**config.mk**
```make
export PLATFORM = sky130hd
export DESIGN_NAME = fetch_packet_splitter_flat
export DESIGN_NICKNAME = d
export VERILOG_FILES = /design/src/rtl/fetch_packet_splitter_if.sv /design/src/rtl/fetch_packet_splitter.sv /design/src/flat_wrapper.sv
export SDC_FILE = /design/constraint.sdc
export NUM_CORES = 1
export LEC_CHECK = 0
export CAP_MARGIN = 20
export CORE_UTILIZATION = 50
export CTS_CLUSTER_SIZE = 16
export DETAILED_ROUTE_END_ITERATION = 6
export GPL_ROUTABILITY_DRIVEN = 0
export PLACE_DENSITY = 0.82
export SKIP_LAST_GASP = 1
export SYNTH_ARGS = -nofsm -noshare
export SYNTH_HDL_FRONTEND = slang
export SYNTH_SLANG_ARGS = --single-unit
```
**constraint.sdc**
```tcl
create_clock -name clk -period 4 [get_ports clk]
set_input_delay 0.8 -clock clk [delete_from_list [all_inputs] [get_ports clk]]
set_output_delay 0.8 -clock clk [all_outputs]
set_load 0.005 [all_outputs]
```
**src/rtl/fetch_packet_splitter_if.sv**
```systemverilog
// Handshake/data bundle between the fetch-queue FIFO, the splitter and the decoder.
interface fetch_packet_splitter_if #(
  parameter int FETCH_WIDTH  = 4,
  parameter int DECODE_WIDTH = 2,
  parameter int INST_WIDTH   = 32,
  parameter int PC_WIDTH     = 32
);
  logic                                 flush;
  logic                                 in_valid;
  logic                                 in_ready;
  logic [PC_WIDTH-1:0]                  in_pc;
  logic [FETCH_WIDTH*INST_WIDTH-1:0]    in_inst;
  logic [FETCH_WIDTH-1:0]               in_mask;
  logic [DECODE_WIDTH-1:0]              out_valid;
  logic                                 out_ready;
  logic [DECODE_WIDTH*INST_WIDTH-1:0]   out_inst;
  logic [DECODE_WIDTH*PC_WIDTH-1:0]     out_pc;

  // Upstream FIFO / decoder side (drives packets, flush and out_ready).
  modport master (
    output flush, in_valid, in_pc, in_inst, in_mask, out_ready,
    input  in_ready, out_valid, out_inst, out_pc
  );

  // Splitter side.
  modport slave (
    input  flush, in_valid, in_pc, in_inst, in_mask, out_ready,
    output in_ready, out_valid, out_inst, out_pc
  );
endinterface

```
**src/rtl/fetch_packet_splitter.sv**
```systemverilog
// Unpacks one fetch packet into compacted decode groups of up to DECODE_WIDTH
// instructions per cycle, in program order, back-pressuring the fetch FIFO
// until the held packet has drained.
//
// state   | meaning
// --------+-----------------------------------------------
// ST_IDLE | no packet held; ready for a new one
// ST_HOLD | packet held; rem has at least one slot pending
module fetch_packet_splitter #(
  parameter int FETCH_WIDTH  = 4,
  parameter int DECODE_WIDTH = 2,
  parameter int INST_WIDTH   = 32,
  parameter int PC_WIDTH     = 32
) (
  input  logic                    clk,
  input  logic                    rst_n,
  fetch_packet_splitter_if.slave  bus
);

  typedef enum logic {ST_IDLE, ST_HOLD} state_t;

  state_t                                 state_q, state_d;
  logic [PC_WIDTH-1:0]                    pc_q, pc_d;
  logic [FETCH_WIDTH-1:0][INST_WIDTH-1:0] inst_q, inst_d;
  logic [FETCH_WIDTH-1:0]                 rem_q, rem_d;

  logic [FETCH_WIDTH-1:0]                 sel_mask;
  logic [DECODE_WIDTH-1:0]                lane_valid;
  logic [INST_WIDTH-1:0]                  lane_inst [DECODE_WIDTH];
  logic [PC_WIDTH-1:0]                    lane_pc   [DECODE_WIDTH];
  logic                                   fire_out;
  logic                                   fire_in;
  logic                                   last;
  logic                                   in_ready;
  int                                     rank;

  // Select the lowest pending slots of rem; the k-th pending slot feeds lane k.
  always_comb begin
    sel_mask   = '0;
    lane_valid = '0;
    rank       = 0;
    for (int k = 0; k < DECODE_WIDTH; k++) begin
      lane_inst[k] = '0;
      lane_pc[k]   = '0;
    end
    for (int s = 0; s < FETCH_WIDTH; s++) begin
      if (rem_q[s]) begin
        for (int k = 0; k < DECODE_WIDTH; k++) begin
          if (rank == k) begin
            sel_mask[s]   = 1'b1;
            lane_valid[k] = 1'b1;
            lane_inst[k]  = inst_q[s];
            lane_pc[k]    = pc_q + (PC_WIDTH'(s) << 2);
          end
        end
        rank = rank + 1;
      end
    end
  end

  // Handshake qualification; flush masks both sides for the whole cycle.
  always_comb begin
    bus.out_valid = lane_valid & {DECODE_WIDTH{(state_q == ST_HOLD) & ~bus.flush}};
    fire_out      = bus.out_ready & (|bus.out_valid);
    last          = fire_out & ~(|(rem_q & ~sel_mask));
    in_ready      = ~bus.flush & ((state_q == ST_IDLE) | last);
    fire_in       = bus.in_valid & in_ready;
    bus.in_ready  = in_ready;
  end

  for (genvar k = 0; k < DECODE_WIDTH; k++) begin : g_lane
    assign bus.out_inst[k*INST_WIDTH +: INST_WIDTH] = lane_inst[k];
    assign bus.out_pc[k*PC_WIDTH +: PC_WIDTH]       = lane_pc[k];
  end

  // Next state: flush wins, then a new accept (which may replace a draining
  // packet in the same cycle), then retirement of the issued group.
  always_comb begin
    state_d = state_q;
    pc_d    = pc_q;
    inst_d  = inst_q;
    rem_d   = rem_q;
    if (bus.flush) begin
      state_d = ST_IDLE;
      rem_d   = '0;
    end else if (fire_in) begin
      pc_d  = bus.in_pc;
      rem_d = bus.in_mask;
      for (int s = 0; s < FETCH_WIDTH; s++) begin
        inst_d[s] = bus.in_inst[s*INST_WIDTH +: INST_WIDTH];
      end
      state_d = (|bus.in_mask) ? ST_HOLD : ST_IDLE;
    end else if (fire_out) begin
      rem_d = rem_q & ~sel_mask;
      if (last) begin
        state_d = ST_IDLE;
      end
    end
  end

  // State and held-packet registers.
  always_ff @(posedge clk or negedge rst_n) begin
    if (!rst_n) begin
      state_q <= ST_IDLE;
      pc_q    <= '0;
      inst_q  <= '0;
      rem_q   <= '0;
    end else begin
      state_q <= state_d;
      pc_q    <= pc_d;
      inst_q  <= inst_d;
      rem_q   <= rem_d;
    end
  end

endmodule

```
**src/flat_wrapper.sv**
```systemverilog
// flat-port wrapper written by rule: the top's interface ports become plain ports
module fetch_packet_splitter_flat 
#(
  parameter int FETCH_WIDTH  = 4,
  parameter int DECODE_WIDTH = 2,
  parameter int INST_WIDTH   = 32,
  parameter int PC_WIDTH     = 32
)
  (clk, rst_n, bus_flush, bus_in_valid, bus_in_pc, bus_in_inst, bus_in_mask, bus_out_ready, bus_in_ready, bus_out_valid, bus_out_inst, bus_out_pc);
  fetch_packet_splitter_if #(.FETCH_WIDTH(FETCH_WIDTH), .DECODE_WIDTH(DECODE_WIDTH), .INST_WIDTH(INST_WIDTH), .PC_WIDTH(PC_WIDTH)) bus_i ();
  input  logic clk;
  input  logic rst_n;
  input wire logic [$bits(bus_i.flush)-1:0] bus_flush;
  input wire logic [$bits(bus_i.in_valid)-1:0] bus_in_valid;
  input wire logic [$bits(bus_i.in_pc)-1:0] bus_in_pc;
  input wire logic [$bits(bus_i.in_inst)-1:0] bus_in_inst;
  input wire logic [$bits(bus_i.in_mask)-1:0] bus_in_mask;
  input wire logic [$bits(bus_i.out_ready)-1:0] bus_out_ready;
  output wire logic [$bits(bus_i.in_ready)-1:0] bus_in_ready;
  output wire logic [$bits(bus_i.out_valid)-1:0] bus_out_valid;
  output wire logic [$bits(bus_i.out_inst)-1:0] bus_out_inst;
  output wire logic [$bits(bus_i.out_pc)-1:0] bus_out_pc;
  assign bus_i.flush = bus_flush;
  assign bus_i.in_valid = bus_in_valid;
  assign bus_i.in_pc = bus_in_pc;
  assign bus_i.in_inst = bus_in_inst;
  assign bus_i.in_mask = bus_in_mask;
  assign bus_i.out_ready = bus_out_ready;
  assign bus_in_ready = bus_i.in_ready;
  assign bus_out_valid = bus_i.out_valid;
  assign bus_out_inst = bus_i.out_inst;
  assign bus_out_pc = bus_i.out_pc;
  fetch_packet_splitter #(.FETCH_WIDTH(FETCH_WIDTH), .DECODE_WIDTH(DECODE_WIDTH), .INST_WIDTH(INST_WIDTH), .PC_WIDTH(PC_WIDTH)) u_core (.clk(clk), .rst_n(rst_n), .bus(bus_i));
endmodule
```
==> results of run 1 <==
## power groups by stage
stage | sequential (mW) | combinational (mW) | clock [mW]
2_1_floorplan | 2.20 | 1.14 | 0
3_3_place_gp | 2.36 | 1.92 | 0
3_5_place_dp | 2.38 | 1.96 | 0
4_1_cts | 2.35 | 2.00 | 1.82
5_1_grt | 2.40 | 2.29 | 1.90
6_report | 2.37 | 2.16 | 1.82
## final timing paths
| path | start | endpoint | depth (start not counted) | slack (ps) |
|---|---|---|---|---|
| max in group asynchronous | rst_n | u_core.inst_q[30]$_DFFE_PN0P_ | 2 | 2790 |
| max | u_core.rem_q[1]$_DFFE_PN0P_ | bus_out_pc[43] | 11 | -110 |
| min reg2reg | u_core.inst_q[13]$_DFFE_PN0P_ | u_core.inst_q[13]$_DFFE_PN0P_ | 1 | 500 |
| max reg2reg | u_core.rem_q[1]$_DFFE_PN0P_ | u_core.inst_q[57]$_DFFE_PN0P_ | 9 | 1160 |
| min in group clk | u_core.inst_q[13]$_DFFE_PN0P_ | u_core.inst_q[13]$_DFFE_PN0P_ | 1 | 500 |
| min | rst_n | u_core.pc_q[10]$_DFFE_PN0P_ | 1 | 340 |
## registers in the layout (all words and copies together) (netlist names)
register and flops:
u_core.inst_q 128, u_core.pc_q 32, u_core.rem_q 4, u_core.state_q 1
## cell type report
cell class              instances  area [µm²]
clock inverters                15       211.5
fillers                      1591        6237
well taps                     285       356.6
inverters                      15       56.30
flip-flops and latches        165        4150
diodes                          1       2.502
repair buffers                414        4128
multi-input cells             987        7073
clock buffers                  17       425.4
## Yosys cell counts, types with 4 or more instances
library cell / number / share of area [%]
inv_1: 15 / 0.49
nand4_1: 12 / 0.65
xor2_1: 12 / 0.91
a221oi_1: 43 / 3.3
or3_1: 5 / 0.27
nand3_1: 21 / 0.91
clkbuf_1: 68 / 2.2
a221o_1: 36 / 3.1
nor3_1: 35 / 1.5
nor4_1: 4 / 0.22
xnor2_1: 21 / 1.6
o31ai_1: 5 / 0.33
o221a_2: 4 / 0.39
a21boi_0: 6 / 0.39
o22ai_1: 28 / 1.5
dfrtp_1: 165 / 36
mux2_2: 49 / 4.8
mux2i_1: 5 / 0.43
o31a_1: 7 / 0.53
a31oi_1: 11 / 0.60
buf_4: 14 / 0.91
o211ai_1: 13 / 0.85
a211oi_1: 10 / 0.65
o221ai_1: 10 / 0.76
nand2b_1: 5 / 0.27
a2bb2oi_1: 4 / 0.30
and3_1: 8 / 0.43
a21oi_1: 50 / 2.2
nand2_1: 109 / 3.5
and4_1: 4 / 0.30
o21a_1: 5 / 0.33
nor2_1: 137 / 4.5
a21o_1: 6 / 0.39
mux2_1: 100 / 9.8
a22oi_1: 11 / 0.72
buf_1: 16 / 0.52
buf_2: 32 / 1.4
o21ai_0: 132 / 5.7
ha_1: 10 / 1.1
nor2b_1: 5 / 0.27
o41ai_1: 5 / 0.38
## cells in the final DEF (no fill, tap or decap), types with 7 or more instances in the layout
| cell | n |
|---|---|
| o211ai_1 | 13 |
| dfrtp_2 | 17 |
| buf_4 | 86 |
| and3_1 | 8 |
| nand3_1 | 17 |
| a22oi_1 | 11 |
| clkbuf_16 | 18 |
| o31a_1 | 7 |
| a21oi_1 | 48 |
| mux2_2 | 49 |
| o21ai_0 | 128 |
| buf_6 | 15 |
| nand4_1 | 12 |
| inv_1 | 15 |
| a221oi_1 | 41 |
| clkinv_8 | 7 |
| nor2_1 | 132 |
| dfrtp_1 | 148 |
| o221ai_1 | 10 |
| a221o_1 | 36 |
| o22ai_1 | 26 |
| buf_12 | 11 |
| nand2_1 | 104 |
| mux2_1 | 100 |
| nor3_1 | 28 |
| clkdlybuf4s50_1 | 294 |
| xor2_1 | 12 |
| a31oi_1 | 11 |
| a211oi_1 | 8 |
| xnor2_1 | 21 |
## per-stage QoR
| step | instances | util (%) | instance area [µm²] | worst slack [ps] | hold WS [ps] |
|---|---|---|---|---|---|
| global placement | 1834 | 66.60 | 15080 | 304.5 | 471.5 |
| finish | 1899 | 72.45 | 16400 | -107.0 | 344.5 |
| detailed placement | 1834 | 66.60 | 15080 | 262.1 | 477.2 |
| floorplan | 1298 | - | 11540 | 459.6 | 459.1 |
| global route | 1898 | 72.44 | 16400 | -308.3 | 392.6 |
| CTS | 1871 | 70.16 | 15890 | -4.152 | 368.5 |
## logic make-up (layout without fill, tap and decap cells)
logic type	Yosys count	count (layout)	synth area share, %
AOI/OAI and AO/OA	413	413	24.44
xor gates and xnor gates	33	33	2.505
buffers and inverters	146	461	5.564
adders and majority gates	11	11	1.258
and+or+nand+nor	376	376	15.47
DFF	165	165	35.79
other	0	1	0
muxes	154	154	14.98
## layer usage
metal  up-vias  global-route usage (%)  share of wire (%)
met5         -                       0                  0
met1      6056                   45.89                 36
met3       277                   10.40                 13
li1       5466                       -                  -
met2      1106                   59.35                 45
met4         0                   18.19                5.6
## worst max-delay path, delay by kind of cell (launching register included)
kind,cells,cell delay [ps]
AOI/OAI and AO/OA,4,760
DFF,1,450
and+or+nand+nor,2,360
buffers and inverters,4,960
adders and majority gates,1,320
## repair_timing
| action | 4_1_cts | 5_1_grt |
|---|---|---|
| endpoints found under the setup margin | 60 | 70 |
| buffers inserted | 4 | 26 |
| cloned | 1 | 1 |
| resized for setup | 33 | 65 |
| pin swaps | 6 | 5 |
==> out/results.txt, run 1 <==
Final WS setup = -107.0 ps
CP endpoint kind = primary output
total number of vias = 12,905
global-route wire length before repair = 68,120 µm
die area = 23,680 µm²
post-DR vias/cell = 6.796
number of synthesized flops with an enable pin = 0
Syn Nets = 1,478
Final Hold Vio Count = 0
Synth Flop Type = dfrtp_1
unrepaired setup endpoints after global routing = yes
CP arrival = 3310 ps
Ys Warns = 0
Yosys reg bits = 165
Syn-to-layout area delta = 42.19%
Switch Pwr = 2.333 mW
worst rel slew slack = 57.55%
Sw Share = 36.76%
Die Ht = 153.9 µm
Synth Cell Area = 11,540 µm²
clk buf depth = 2
CP required = 3200 ps
Slowest-stage cell, CP = clkdlybuf4s50_1
pwr dens = 387.0 nW/µm²
Tot GR Track Use = 37.03%
Final nets = 1,780
overall power = 6.348 mW
DP Wirelength = 29,870 µm
Hold Buf Count CTS = 0
number of remaining DRC errors = 0
Post-Route WL = 45,920 µm
CTS clk-pin slew, worst paths = 80 ps
CTS H-tree depth = 4
Netlist cell types = 78
I/O pins = 300
vias in the first global route = 12,250
failing checks = negative setup slack
post-synthesis cell count = 1,298
leakage = 6.354 nW
Final Max Slew Viols = 0
Setup Skew = 19.08 ps
crit path cell chain = inv_1 > ha_4 > a21boi_4 > a21oi_4 > nor2_4 > buf_12 > buf_4 > nor2_1 > a21oi_1 > o211ai_1 > clkdlybuf4s50_1
final worst-path cycle share = 102.7%
initial drt markers = 1,680
PortBufs = 299
CP max stage delay = 550 ps
largest net degree at the start of global routing = 79
clock sink count = 165
routed len/inst = 24.18 µm
row count = 55
Worst Setup Path Type = register to primary output
Final Setup Violations = 10
sequential share of power = 37.3%
layout cells sized above 1 = 17.98%
crit path time final = 4107 ps
CTS tree = done
CORE AREA = 22,640 µm²
total grt overflow = 0
CP Launch Type = register
mean post-synth cell area = 8.888 µm²
clk root buf = clkbuf_16
Async S/R FF share, synth = 100.0%
Starting Density = 50.95%
Pre-antenna DRT Iters = 7
Internal Power = 4.015 mW
setup tns final = -644.8 ps
fmax = 243.5 MHz
Final ANT Viol Nets = 0
status = finished with violations
maximum VDD drop = 380.2 µV
Crit Path Max Fanout = 7
type of the tightest min-delay check = input port to asynchronous set/reset pin
Clk pwr share = 28.7%
worst skew pair latency = 450 ps
Slew @ Worst Pin = 631.9 ps
Num CTS Buffers = 17
combinational power share = 34.0%
post-synthesis sequential area ratio = 35.79%
antenna violations before repair = 2
die width = 153.9 µm
MaxCap Viol Count = 0
(Power assumes the default switching activity.)
==> run 2, diff against run 1 <==
--- a/config.mk
+++ b/config.mk
@@ -6,11 +6,11 @@
 export NUM_CORES = 1
 export LEC_CHECK = 0
 export CAP_MARGIN = 20
-export CORE_UTILIZATION = 50
+export CORE_UTILIZATION = 40
 export CTS_CLUSTER_SIZE = 16
 export DETAILED_ROUTE_END_ITERATION = 6
 export GPL_ROUTABILITY_DRIVEN = 0
-export PLACE_DENSITY = 0.82
+export PLACE_DENSITY = 0.68
 export SKIP_LAST_GASP = 1
 export SYNTH_ARGS = -nofsm -noshare
 export SYNTH_HDL_FRONTEND = slang
==> run 2 against run 1 <==
The run still ends with negative setup slack left. Global-route usage down 6.3 points. Sequential power about the same. Largest power group unchanged. Critical path type unchanged. Sequential share of layout area down 0.20 points. Clock-buffer cell count unchanged. First-iteration DRC count up 5.5%. Clock power down 4%. Critical path depth down 2.
==> out/results.txt, run 2 (synthesized netlist as in run 1, its figures left out) <==
status = finished with violations
failing checks = negative setup slack
post-DR vias/cell = 6.219 (-8.5%)
Final WS setup = -69.26 ps (+37.76 ps)
Slew @ Worst Pin = 1017 ps (+385.4 ps)
Die Ht = 171.8 µm (+12%)
Detail Route met3 WL = 5561 µm (-9.9%)
Syn-to-layout area delta = 43.23%
DP Wirelength = 30,980 µm (+3.7%)
CP endpoint kind = primary output
Final Non-Filler Cells = 1,995 (+5.1%)
Starting Density = 41.07% (-9.9 points)
sequential share of power = 38.1% (+0.8 points)
vias in the first global route = 11,790 (-3.8%)
Highest Signal Layer = met5
Num CTS Buffers = 17 (unchanged)
Switch Pwr = 2.167 mW (-7.1%)
met2 WL post-DR = 21,350 µm (+2.5%)
Setup Skew = 18.71 ps (-0.3707 ps)
largest net degree at the start of global routing = 100 (+27%)
Final nets = 1,785 (+0.28%)
clock sink count = 165 (unchanged)
global-route wire length before repair = 68,510 µm (+0.58%)
Cells after DPL = 1,926 (+5.0%)
type of the tightest min-delay check = input port to asynchronous set/reset pin
initial drt markers = 1,772 (+5.5%)
clk buf depth = 2 (unchanged)
die width = 171.8 µm (+12%)
CTS H-tree depth = 4 (unchanged)
final worst-path cycle share = 101.7% (-0.94 points)
worst reg-to-reg path cell count = 7 (-2)
CORE AREA = 28,090 µm² (+24%)
worst rel slew slack = 32.18% (-25 points)
combinational power share = 34.0% (about the same)
leakage = 6.410 nW (+0.88%)
fmax = 245.7 MHz (+0.93%)
Final ANT Viol Nets = 0 (unchanged)
Crit Path Max Fanout = 7 (unchanged)
Final Setup Violations = 5 (-5)
CTS clk-pin slew, worst paths = 80 ps (about the same)
Clk pwr share = 27.9% (-0.8 points)
worst skew pair latency = 450 ps (about the same)
register bank with the most flops = u_core.inst_q
pwr dens = 378.7 nW/µm² (-2.2%)
number of remaining DRC errors = 0 (unchanged)
MaxCap Viol Count = 0 (unchanged)
crit path time final = 4069 ps (-37.76 ps)
Final Max Slew Viols = 0 (unchanged)
Sw Share = 34.64% (-2.1 points)
Internal Power = 4.089 mW (+1.9%)
Layout Utilization = 58.83% (-14 points)
most common cell after layout, fill and taps aside = clkdlybuf4s50_1
clk root buf = clkbuf_16
biggest regs = u_core.inst_q (128), u_core.pc_q (32), u_core.rem_q (4)
Final Hold Vio Count = 0 (unchanged)
die area = 29,520 µm² (+25%)
CP Launch Type = register
CP arrival = 3270 ps (-40 ps)
CTS tree = done
CP required = 3200 ps (about the same)
PortBufs = 299 (unchanged)
R2R Setup Slk = 1330 ps (+170 ps)
row count = 61 (+11%)
Tot GR Track Use = 30.76% (-6.3 points)
max reg flops = 128 (unchanged)
Post-Route WL = 46,260 µm (+0.74%)
routed len/inst = 23.19 µm (-4.1%)
layout cells sized above 1 = 17.95% (-0.033 points)
Hold Buf Count CTS = 0 (unchanged)
Pre-antenna DRT Iters = 7 (unchanged)
Worst Setup Path Type = register to primary output
I/O pins = 300 (unchanged)
r2r endpoint = u_core.inst_q[68]$_DFFE_PN0P_
total number of vias = 12,407 (-3.9%)
antenna violations before repair = 3 (+1)
maximum VDD drop = 295.4 µV (-22%)
Metal-1 WL = 17,440 µm (+6.7%)
most frequent cells in the layout = clkdlybuf4s50_1, dfrtp_1, nor2_1
total grt overflow = 0 (unchanged)
unrepaired setup endpoints after global routing = yes
Worst R2R Start = u_core.rem_q[0]$_DFFE_PN0P_
[run 2: cell count changes in the layout (fill, tap and decap cells not counted), sizes merged, moves of 2 or more]
cell           previous run  this run
clkinvlp                  0         3
buf                     114       117
inv                      23        19
clkdlybuf4s50           294       289
dlymetal6s2s              4         8
clkinv                    7         4
bufinv                    0         2
[run 2: timing repair]
action                                  4_1_cts  5_1_grt
resized for setup                            43       64
pin swaps                                     8       11
setup buffers                                14       19
endpoints found under the setup margin      120       85
cloned                                        3        2
[run 2: final cells by class]
cell class                      instances  area [µm²]
Antenna cell                            1       2.502
Clock buffer                           17       425.4
Clock inverter                         13       171.4
Fill cell                            2449       11560
Inverter                               15       56.30
Multi-Input combinational cell        989        7106
Sequential cell                       165        4148
Tap cell                              378       473.0
Timing Repair Buffer                  417        4141
[run 2: worst max path at each step]
| stage | start | endpoint | slack [ps] | depth (start not counted) |
|---|---|---|---|---|
| after floorplan | u_core.rem_q[0]$_DFFE_PN0P_ | bus_out_pc[63] | 460 | 11 |
| after CTS | u_core.rem_q[1]$_DFFE_PN0P_ | bus_out_pc[42] | -30 | 9 |
| after detailed placement | u_core.pc_q[3]$_DFFE_PN0P_ | bus_out_pc[23] | -50 | 8 |
| final | u_core.rem_q[0]$_DFFE_PN0P_ | bus_out_pc[46] | -70 | 9 |
| after global placement | u_core.pc_q[3]$_DFFE_PN0P_ | bus_out_pc[29] | 50 | 9 |
| after global routing | u_core.rem_q[0]$_DFFE_PN0P_ | bus_out_pc[18] | -140 | 9 |
[run 2: per-layer routing]
| metal | vias up | GRT usage, % |
|---|---|---|
| met2 | 832 | 50.34 |
| met4 | 4 | 11.81 |
| met3 | 149 | 9.020 |
| met5 | - | 0 |
| li1 | 5468 | - |
| met1 | 5954 | 38.04 |
[run 2: per-stage QoR]
stage	setup WS [ps]	total power [mW]	setup TNS, ps	cell area (µm²)	hold WS [ps]
floorplan	459.6	3.331	0	11540	459.1
global placement	51.37	4.307	0	15180	469.2
detailed placement	-47.77	4.346	-93.94	15180	477.2
CTS	-31.43	6.154	-138.8	16070	494.6
global route	-139.0	6.543	-2401	16520	505.4
finish	-69.26	6.257	-261.0	16520	421.3
[run 2: power by group through the flow]
| stage | sequential, mW | combinational (mW) | clock (mW) |
|---|---|---|---|
| after global placement | 2.38 | 1.93 | 0 |
| after global routing | 2.42 | 2.29 | 1.84 |
| final | 2.38 | 2.13 | 1.75 |
| after floorplan | 2.20 | 1.14 | 0 |
| after CTS | 2.36 | 2.02 | 1.77 |
| after detailed placement | 2.39 | 1.96 | 0 |
[run 2: worst max-delay path, cell delays in order, from the launching register on]
cell and delay [ps]:
dfrtp_2 460, fa_2 610, nand2_2 150, nor2_4 290
buf_6 180, nor2_1 60, buf_4 160, a221oi_1 280
o22ai_1 170, clkdlybuf4s50_1 470
==> run 3, diff against run 2 <==
--- a/config.mk
+++ b/config.mk
@@ -7,7 +7,6 @@
 export LEC_CHECK = 0
 export CAP_MARGIN = 20
 export CORE_UTILIZATION = 40
-export CTS_CLUSTER_SIZE = 16
 export DETAILED_ROUTE_END_ITERATION = 6
 export GPL_ROUTABILITY_DRIVEN = 0
 export PLACE_DENSITY = 0.68
==> results of run 3 <==
The final DEF is identical to that of run 2; final timing and power are the same.
